==> config.mk <==
export PLATFORM = sky130hd
export DESIGN_NAME = fxp_mac_pipe
export DESIGN_NICKNAME = d
export VERILOG_FILES = /design/src/rtl/fxp_pkg.sv /design/src/rtl/fxp_mult_rnd.sv /design/src/rtl/fxp_mac_pipe.sv
export SDC_FILE = /design/constraint.sdc
export NUM_CORES = 1
export LEC_CHECK = 0
export CAP_MARGIN = 20
export CORE_MARGIN = 5
export CORE_UTILIZATION = 56
export DETAILED_ROUTE_END_ITERATION = 8
export MAX_ROUTING_LAYER = met4
export PLACE_DENSITY = 0.79
export SLEW_MARGIN = 5
export SYNTH_ARGS = -nofsm -noshare
export SYNTH_HDL_FRONTEND = slang
export SYNTH_HIERARCHICAL = 1
export SYNTH_SLANG_ARGS = --single-unit
==> constraint.sdc <==
create_clock -name clk -period 7.06 [get_ports clk]
set_input_delay 1.412 -clock clk [delete_from_list [all_inputs] [get_ports clk]]
set_output_delay 1.412 -clock clk [all_outputs]
set_load 0.05 [all_outputs]
==> src/rtl/fxp_pkg.sv <==
// Shared fixed-point definitions for the MAC datapath: Q-format defaults,
// control/state types, and the rounding-shift and saturation helpers.
package fxp_pkg;

  localparam int unsigned FXP_N      = 16;
  localparam int unsigned FXP_Q      = 12;
  localparam int unsigned FXP_ACC_W  = 32;
  localparam int unsigned FXP_CNT_W  = 16;

  // Helpers operate on a fixed wide signed container; callers narrow the
  // result with a size cast. Widths up to 63 bits are representable.
  localparam int unsigned FXP_WIDE_W = 64;
  typedef logic signed [FXP_WIDE_W-1:0] fxp_wide_t;

  // Accumulator occupancy: IDLE means the next beat starts a new dot product.
  typedef enum logic {
    ACC_IDLE,
    ACC_OPEN
  } acc_state_t;

  // Per-beat control flags travelling alongside the product.
  typedef struct packed {
    logic first;
    logic last;
    logic mode;
  } fxp_ctl_t;

  // Arithmetic right shift by q with round half toward +inf.
  function automatic fxp_wide_t fxp_rnd_shr(input fxp_wide_t x, input int unsigned q);
    fxp_wide_t half;
    if (q == 0) return x;
    half = fxp_wide_t'(1) <<< (q - 1);
    return (x + half) >>> q;
  endfunction

  function automatic fxp_wide_t fxp_max(input int unsigned w);
    return (fxp_wide_t'(1) <<< (w - 1)) - fxp_wide_t'(1);
  endfunction

  function automatic fxp_wide_t fxp_min(input int unsigned w);
    return -(fxp_wide_t'(1) <<< (w - 1));
  endfunction

  // True when x does not fit a w-bit two's complement value.
  function automatic logic fxp_out_of_range(input fxp_wide_t x, input int unsigned w);
    return (x > fxp_max(w)) || (x < fxp_min(w));
  endfunction

  // Clamp x to the w-bit two's complement range.
  function automatic fxp_wide_t fxp_sat(input fxp_wide_t x, input int unsigned w);
    if (x > fxp_max(w)) return fxp_max(w);
    if (x < fxp_min(w)) return fxp_min(w);
    return x;
  endfunction

endpackage

==> src/rtl/fxp_mult_rnd.sv <==
// Stage-1 registered multiplier: full-precision signed product, rescaled by
// Q with rounding, saturated to the accumulator width. Captures on en_i.
module fxp_mult_rnd
  import fxp_pkg::*;
#(
  parameter int unsigned N     = FXP_N,
  parameter int unsigned Q     = FXP_Q,
  parameter int unsigned ACC_W = FXP_ACC_W
) (
  input  logic                    clk,
  input  logic                    sclr,
  input  logic                    en_i,
  input  logic signed [N-1:0]     a_i,
  input  logic signed [N-1:0]     b_i,
  output logic signed [ACC_W-1:0] prod_o,
  output logic                    sat_o
);

  logic signed [2*N-1:0]   full_d;
  fxp_wide_t               scaled_d;
  logic signed [ACC_W-1:0] prod_d, prod_q;
  logic                    sat_d, sat_q;

  // Multiply, round-shift and saturate the incoming operand pair.
  always_comb begin
    full_d   = (2*N)'(a_i) * (2*N)'(b_i);
    scaled_d = fxp_rnd_shr(fxp_wide_t'(full_d), Q);
    sat_d    = fxp_out_of_range(scaled_d, ACC_W);
    prod_d   = ACC_W'(fxp_sat(scaled_d, ACC_W));
  end

  // Product register, loaded only for accepted beats.
  always_ff @(posedge clk) begin
    if (sclr) begin
      prod_q <= '0;
      sat_q  <= 1'b0;
    end else if (en_i) begin
      prod_q <= prod_d;
      sat_q  <= sat_d;
    end
  end

  assign prod_o = prod_q;
  assign sat_o  = sat_q;

endmodule

==> src/rtl/fxp_mac_pipe.sv <==
// Two-stage pipelined signed fixed-point multiply-accumulate with optional
// preload, saturating accumulation, sticky overflow and valid/ready flow.
module fxp_mac_pipe
  import fxp_pkg::*;
#(
  parameter int unsigned N     = FXP_N,
  parameter int unsigned Q     = FXP_Q,
  parameter int unsigned ACC_W = FXP_ACC_W,
  parameter int unsigned CNT_W = FXP_CNT_W
) (
  input  logic                    clk,
  input  logic                    sclr,
  input  logic                    in_valid,
  output logic                    in_ready,
  input  logic                    in_first,
  input  logic                    in_last,
  input  logic                    mode,
  input  logic signed [N-1:0]     a,
  input  logic signed [N-1:0]     b,
  input  logic signed [ACC_W-1:0] c,
  output logic                    out_valid,
  input  logic                    out_ready,
  output logic signed [ACC_W-1:0] p,
  output logic                    ovf,
  output logic [CNT_W-1:0]        count
);

  logic adv, accept, s2_fire;

  // Stage 1 state
  logic                    s1_valid_q;
  fxp_ctl_t                s1_ctl_q;
  logic signed [ACC_W-1:0] s1_c_q;
  logic signed [ACC_W-1:0] s1_prod;
  logic                    s1_sat;

  // Accumulator state
  acc_state_t              acc_state_q, acc_state_d;
  logic                    eff_first;
  logic signed [ACC_W-1:0] acc_q;
  logic                    ovf_acc_q;
  logic [CNT_W-1:0]        cnt_q;

  // Stage 2 combinational results
  logic signed [ACC_W-1:0] base;
  fxp_wide_t               sum_w;
  logic                    sum_sat;
  logic signed [ACC_W-1:0] sum_d;
  logic                    ovf_d;
  logic [CNT_W-1:0]        cnt_d;

  // Output registers
  logic                    out_valid_q;
  logic signed [ACC_W-1:0] p_q;
  logic                    ovf_q;
  logic [CNT_W-1:0]        count_q;

  // The whole pipeline advances only when the output slot is free or draining.
  always_comb begin
    adv     = !out_valid_q || out_ready;
    accept  = in_valid && adv;
    s2_fire = s1_valid_q && adv;
  end

  assign in_ready = adv;

  fxp_mult_rnd #(
    .N     (N),
    .Q     (Q),
    .ACC_W (ACC_W)
  ) u_mult (
    .clk    (clk),
    .sclr   (sclr),
    .en_i   (accept),
    .a_i    (a),
    .b_i    (b),
    .prod_o (s1_prod),
    .sat_o  (s1_sat)
  );

  // Stage-1 valid and sideband capture alongside the registered product.
  always_ff @(posedge clk) begin
    if (sclr) begin
      s1_valid_q <= 1'b0;
      s1_ctl_q   <= '0;
      s1_c_q     <= '0;
    end else if (adv) begin
      s1_valid_q <= accept;
      if (accept) begin
        s1_ctl_q <= '{first: in_first, last: in_last, mode: mode};
        s1_c_q   <= c;
      end
    end
  end

  // Accumulator occupancy state register.
  always_ff @(posedge clk) begin
    if (sclr) acc_state_q <= ACC_IDLE;
    else      acc_state_q <= acc_state_d;
  end

  // A processed last beat closes the dot product; any other beat opens it.
  always_comb begin
    acc_state_d = acc_state_q;
    if (s2_fire) acc_state_d = s1_ctl_q.last ? ACC_IDLE : ACC_OPEN;
  end

  // A beat reaching an idle accumulator starts a new dot product.
  always_comb begin
    eff_first = s1_ctl_q.first || (acc_state_q == ACC_IDLE);
  end

  // Stage-2 accumulate: pick the base, add, saturate, update sticky and count.
  // An implicit first (idle accumulator, in_first low) always starts from zero.
  always_comb begin
    if (eff_first) base = (s1_ctl_q.first && s1_ctl_q.mode) ? s1_c_q : '0;
    else           base = acc_q;
    sum_w   = fxp_wide_t'(base) + fxp_wide_t'(s1_prod);
    sum_sat = fxp_out_of_range(sum_w, ACC_W);
    sum_d   = ACC_W'(fxp_sat(sum_w, ACC_W));
    ovf_d   = (eff_first ? 1'b0 : ovf_acc_q) | s1_sat | sum_sat;
    if (eff_first)  cnt_d = CNT_W'(1);
    else if (&cnt_q) cnt_d = cnt_q;
    else            cnt_d = cnt_q + CNT_W'(1);
  end

  // Accumulator, sticky overflow and term counter registers.
  always_ff @(posedge clk) begin
    if (sclr) begin
      acc_q     <= '0;
      ovf_acc_q <= 1'b0;
      cnt_q     <= '0;
    end else if (s2_fire) begin
      acc_q     <= sum_d;
      ovf_acc_q <= ovf_d;
      cnt_q     <= cnt_d;
    end
  end

  // Result register: a new result write takes priority over delivery clear.
  always_ff @(posedge clk) begin
    if (sclr) begin
      out_valid_q <= 1'b0;
      p_q         <= '0;
      ovf_q       <= 1'b0;
      count_q     <= '0;
    end else if (s2_fire && s1_ctl_q.last) begin
      out_valid_q <= 1'b1;
      p_q         <= sum_d;
      ovf_q       <= ovf_d;
      count_q     <= cnt_d;
    end else if (out_valid_q && out_ready) begin
      out_valid_q <= 1'b0;
    end
  end

  assign out_valid = out_valid_q;
  assign p         = p_q;
  assign ovf       = ovf_q;
  assign count     = count_q;

endmodule
## Word-level counts from Yosys, hierarchy flattened

Cells that the tools add are included.

| operators by class | value |
|---|---|
| $add $sub $neg | 3 |
| $mul | 1 |
| magnitude comparators | 4 |
| mux-type cells | 22 |
| bitwise operators | 3 |
| reduce and logical (&&, ||, !) cells | 13 |

Operators by type and width:

| kind | number |
|---|---|
| $mux W32 | 10 |
| $add A32 B13 Y33 const B | 1 |
| $add A32 B32 Y33 | 1 |
| $gt A33 B32 Y1 const B | 1 |
| $lt A33 B32 Y1 const B | 1 |
| $gt A21 B32 Y1 const B | 1 |
| $lt A21 B32 Y1 const B | 1 |
| $mul A16 B16 Y32 | 1 |
| $mux W16 | 2 |
| $add A16 B1 Y16 const B | 1 |
| $reduce_and A16 Y1 | 1 |
| $mux W1 | 10 |
| $logic_and A1 B1 Y1 | 5 |
| $logic_or A1 B1 Y1 | 4 |
| $or A1 B1 Y1 | 2 |
| $reduce_and A2 Y1 | 1 |
| $reduce_bool A2 Y1 | 1 |
| $logic_not A1 Y1 | 1 |
| $not A1 Y1 | 1 |

| storage, ports and cells | value |
|---|---|
| register bits after elaboration | 169 |
| input port bits | 71 |
| output and inout bits | 51 |

## Logic depth before layout (Yosys ltp)

| logic depth | value |
|---|---|
| word-level depth | 9 |
| mapped depth | 23 |

## Modules after synthesis

Netlist, hierarchy kept.

By module, submodules not included:

| module | instances | cells each | area each (sq um) | sequential area each (sq um) |
|---|---|---|---|---|
| fxp_mult_rnd | 1 | 1,148 | 10,552.6 | 440.4 |
| fxp_mac_pipe | 1 | 960 | 7,447.1 | 2,722.6 |

## Least setup slack after synthesis

OpenSTA, ideal clock, no wires.

| path | value |
|---|---|
| path type | in2reg |
| from | input b[1] |
| to | register u_mult.prod_q[19] (netlist: u_mult/prod_o[19]) |
| library setup time | 126 ps |
| arrival time | 6,947 ps |
| required time | 6,934 ps |
| slack | -13 ps |
| stages | 22 |
| buffers on the path | 1 |
| path through | clkbuf_1 nand2_1 inv_1 fa_1 inv_1 fa_1 inv_1 fa_1 fa_1 fa_1 inv_1 fa_1 inv_1 ha_1 a21o_1 a21oi_1 o211ai_1 a221oi_4 nor2_2 a221oi_2 xor2_1 o21ai_1 |

| on the way | value |
|---|---|
| cells in the longest elaborated chain, start to end | 7 |

Ends and longest elaborated chain:

| item | RTL line | text |
|---|---|---|
| start, declared | fxp_mac_pipe.sv:19 | `input logic signed [N-1:0] b,` |
| $mul A16 B16 Y32 * | fxp_mult_rnd.sv:26 | `full_d = (2*N)'(a_i) * (2*N)'(b_i);` |
| $add A32 B13 Y33 * | fxp_pkg.sv:33 | `return (x + half) >>> q;` |
| $lt A21 B32 Y1 | fxp_pkg.sv:52 | `if (x < fxp_min(w)) return fxp_min(w);` |
| $mux W1 (2 in a row) | fxp_pkg.sv:52 |  |
| $mux W32 | fxp_pkg.sv:53 | `return x;` |
| $mux W32 * | fxp_pkg.sv:52 |  |
| end signal, assigned | fxp_mult_rnd.sv:38 | `prod_q <= prod_d;` |
| end, declared | fxp_mult_rnd.sv:21 | `logic signed [ACC_W-1:0] prod_d, prod_q;` |

Every way passes the cells marked *; elsewhere a longest branch is shown, timed or not. The select of a mux whose other input is x is not followed.
A chain may end at the register's enable or synchronous reset.

## Worst setup path after layout

| path | value |
|---|---|
| from | input b[7] |
| to | register u_mult.prod_q[31] (netlist: u_mult/prod_o[31]) |

The elaborated chain is that of the path after synthesis.

==> results_dict.tcl <==
set metrics [dict create \
    status "finished clean" \
    die-area_um2 35800 \
    antenna_found_initial 0 \
    cts_buffers 17 \
    synth_area_leaders "fa_1, dfxtp_1, ha_1, inv_1, nand2_1" \
    dr.pass1.iters 5 \
    max_freq_mhz 145 \
    start_util 0.569 \
    wl_per_cell_um 17.7 \
    syn_area_um2 18000 \
    crit_buf_inv 6 \
    ys_ff_latch 158 \
    vias_per_cell 5.63 \
    rows 65 \
    postSynth.asyncResetShare 0 \
    cp.arrival_ns 7.19 \
    gp_congestion 0.958 \
    final_common_cell "inv_1" \
    yosysTopAreaCell "fa_1" \
    max_stage_delay_ns 0.57 \
    fin_nets 2748 \
    nFillCells 2553 \
    synth_mux_area_frac 0.00389 \
    cts.reportedPaths.clkPinSlew_ns 0.07 \
    cp.depth 22 \
    tritoncts "built" \
    syn-instance-count 2108 \
    cpMostUsedCell "fa_1" \
    wirelength_mm 47.9 \
    synth_top_area_frac 0.298 \
    drive_gt1_frac 0.113 \
    fin_hold_ws_ns 0.455 \
    clk_latency_ns 0.43 \
    clk_path_buf_depth 2 \
    slowest_stage "fa_1" \
    hp-class "register to register" \
    fin_util 0.674 \
    path_cells "clkdlybuf4s50_1 -> buf_6 -> buf_4 -> nand2_1 -> fa_1 -> inv_1 -> fa_1 -> fa_1 -> fa_1 -> fa_1 -> inv_1 -> fa_1 -> inv_1 -> ha_1 -> nand4_1 -> nor2_1 -> and3_4 -> a221oi_4 -> o31ai_4 -> a211oi_1 -> a21o_1 -> a21o_1" \
    worst-r2r-cell-count 14 \
    crit_type "input pin to register" \
    yosysUniqueCellTypes 76 \
    ant_nets 0 \
    track_usage 0.278 \
    critPathRequiredTime_ns 7.38 \
    max_slew.worst_pin.slew_ns 0.999 \
    multi_input_area_um2 13400 \
    grt_max_degree 93 \
    die_w_um 189 \
    hold_viol 0 \
    cts-root-buf "clkbuf_16" \
    drc 0 \
    maxCapViolations 0 \
    cp-end-kind "register" \
    synthFlopType "dfxtp_1" \
    hpwlAfterDp_mm 38.3 \
    port_buffers 121 \
    hold_depth 2 \
    clkSinkCount 158 \
    rsz0062_at_grt "true" \
    syn_nets 2558 \
    synth-adder-area-share 0.375 \
    synth_top_family_by_area "adder cells" \
    die_y_um 189 \
    synth_xor_area_frac 0.0302 \
    finalSetupViolCount 0 \
    ff_latch_area_um2 3160 \
    diodes 0 \
    io_pins 122 \
    avgSynthCellArea_um2 8.54 \
    yosysWarnings 6 \
    grt-ovfl-total 0 \
    grt_pass1_vias 16029 \
    area_growth_syn_to_layout_pct 18.5 \
    finClkSkew_ns 0.0132 \
    synth_compound_area_frac 0.146 \
    slew_headroom 0.329 \
    synthSimpleGateAreaFrac 0.176 \
    vias 15279 \
    min_period_over_period 0.974 \
    htree_levels 4 \
    crit_fanout 8 \
    final_cell_mix "inv_1, nand2_1, fa_1" \
    min_period_ns 6.87 \
    start_kind "input pin" \
    crit_family "adder cells" \
    synth_edf_count 0 \
    coreArea_um2 31600 \
    yosysSeqAreaShare 0.176 \
    slew_violations 0 \
    drtIter0Drc 1061 \
    grt_first_pass_wirelength_mm 79.0 \
]
[worst reg2reg max path: cells and delay by family, from the launching register on]
kind            cells  cell delay [ns]
compound gates      7             1.83
fa+ha+maj           1             0.46
buf+inv             3             0.75
flops               1             0.34
simple gates        3             1.27
[layout make-up]
cell class	instances	share of cell area
flip-flops and latches	158	0.148
clock buffers	19	0.0212
inverters	315	0.0555
multi-input cells	1522	0.627
well taps	402	0.0236
clock inverters	13	0.00587
repair buffers	284	0.119
[per-layer routing]
| layer | vias up | part of all wire | global-route usage | wire (um) |
|---|---|---|---|---|
| met4 | 0 | 0.033 | 0.0896 | 1580 |
| li1 | 7169 | - | - | - |
| met1 | 7540 | 0.44 | 0.366 | 20900 |
| met5 | - | 0 | - | 0 |
| met2 | 450 | 0.48 | 0.452 | 23000 |
| met3 | 120 | 0.050 | 0.0352 | 2410 |
[path summary, 6_finish.rpt]
check                                start                        endpoint  slack [ns]
hold reg to reg   s1_ctl_q[0]$_SDFFE_PP0P_        s1_ctl_q[0]$_SDFFE_PP0P_        0.46
setup reg to reg  s1_ctl_q[2]$_SDFFE_PP0P_          acc_q[23]$_SDFFE_PP0P_        2.27
setup / recovery                      b[7]  u_mult/prod_o[31]$_SDFFE_PP0P_        0.19
hold / removal    s1_ctl_q[0]$_SDFFE_PP0P_        s1_ctl_q[0]$_SDFFE_PP0P_        0.46
[cells in the mapped netlist, types with 3 or more instances]
master and n:
inv_1 314, nand2_1 300, fa_1 268, dfxtp_1 158
nor2_1 138, a21oi_1 136, and2_1 122, ha_1 111
clkbuf_1 83, a211oi_1 57, o21ai_0 40, xnor2_1 39
a22o_1 32, a21o_1 25, nor3_1 24, xor2_1 23
nand3_1 20, and3_1 15, buf_2 14, nand2b_1 12
buf_4 11, nand4_1 10, o21ai_1 10, o211ai_1 9
o22ai_1 9, o21a_1 8, a31oi_1 7, mux2i_1 7
a22oi_1 6, and4_1 6, nor3b_1 6, o21bai_1 6
nor2b_1 5, o31ai_1 5, or3_1 5, a211o_1 4
buf_1 4, nor4_1 4, a211oi_2 3, a311oi_1 3
a31o_2 3, a41oi_1 3, nand3b_1 3, or2_2 3
[registers in the layout (all words and copies together), names as in the netlist, 3 cells and up]
name / count
p: 32
count: 16
u_mult/prod_o: 22
cnt_q: 16
acc_q: 32
s1_c_q: 32
s1_ctl_q: 3
[stage by stage]
stage          cell area, um^2  setup WS, ns  TNS (ns)  cells
2_1_floorplan            18000        0.0913         0   2108
3_3_place_gp             20400        -0.389     -4.83   2674
3_5_place_dp             20400        -0.532     -7.28   2674
4_1_cts                  21000       0.00873         0   2706
5_1_grt                  21300        -0.107    -0.479   2713
6_report                 21300         0.187         0   2713
[what timing repair did]
item / CTS / global route
setup buffers: 0 / 5
gates resized for setup: 9 / 64
cloned: 0 / 1
pin swaps: 1 / 34
hold buffers: 0 / 0
endpoints found under the setup margin: 8 / 16
[kinds of logic (layout without fill, tap and decap cells)]
| logic type | Yosys count | count (layout) |
|---|---|---|
| flops | 158 | 158 |
| simple gates | 682 | 682 |
| other cells | 1 | 1 |
| xor+xnor | 62 | 62 |
| mux | 7 | 7 |
| compound gates | 391 | 391 |
| buf+inv | 428 | 631 |
| fa+ha+maj | 379 | 379 |
Power is not shown: default switching activity piles up to over one toggle a cycle in this logic, so the estimate is an artifact.
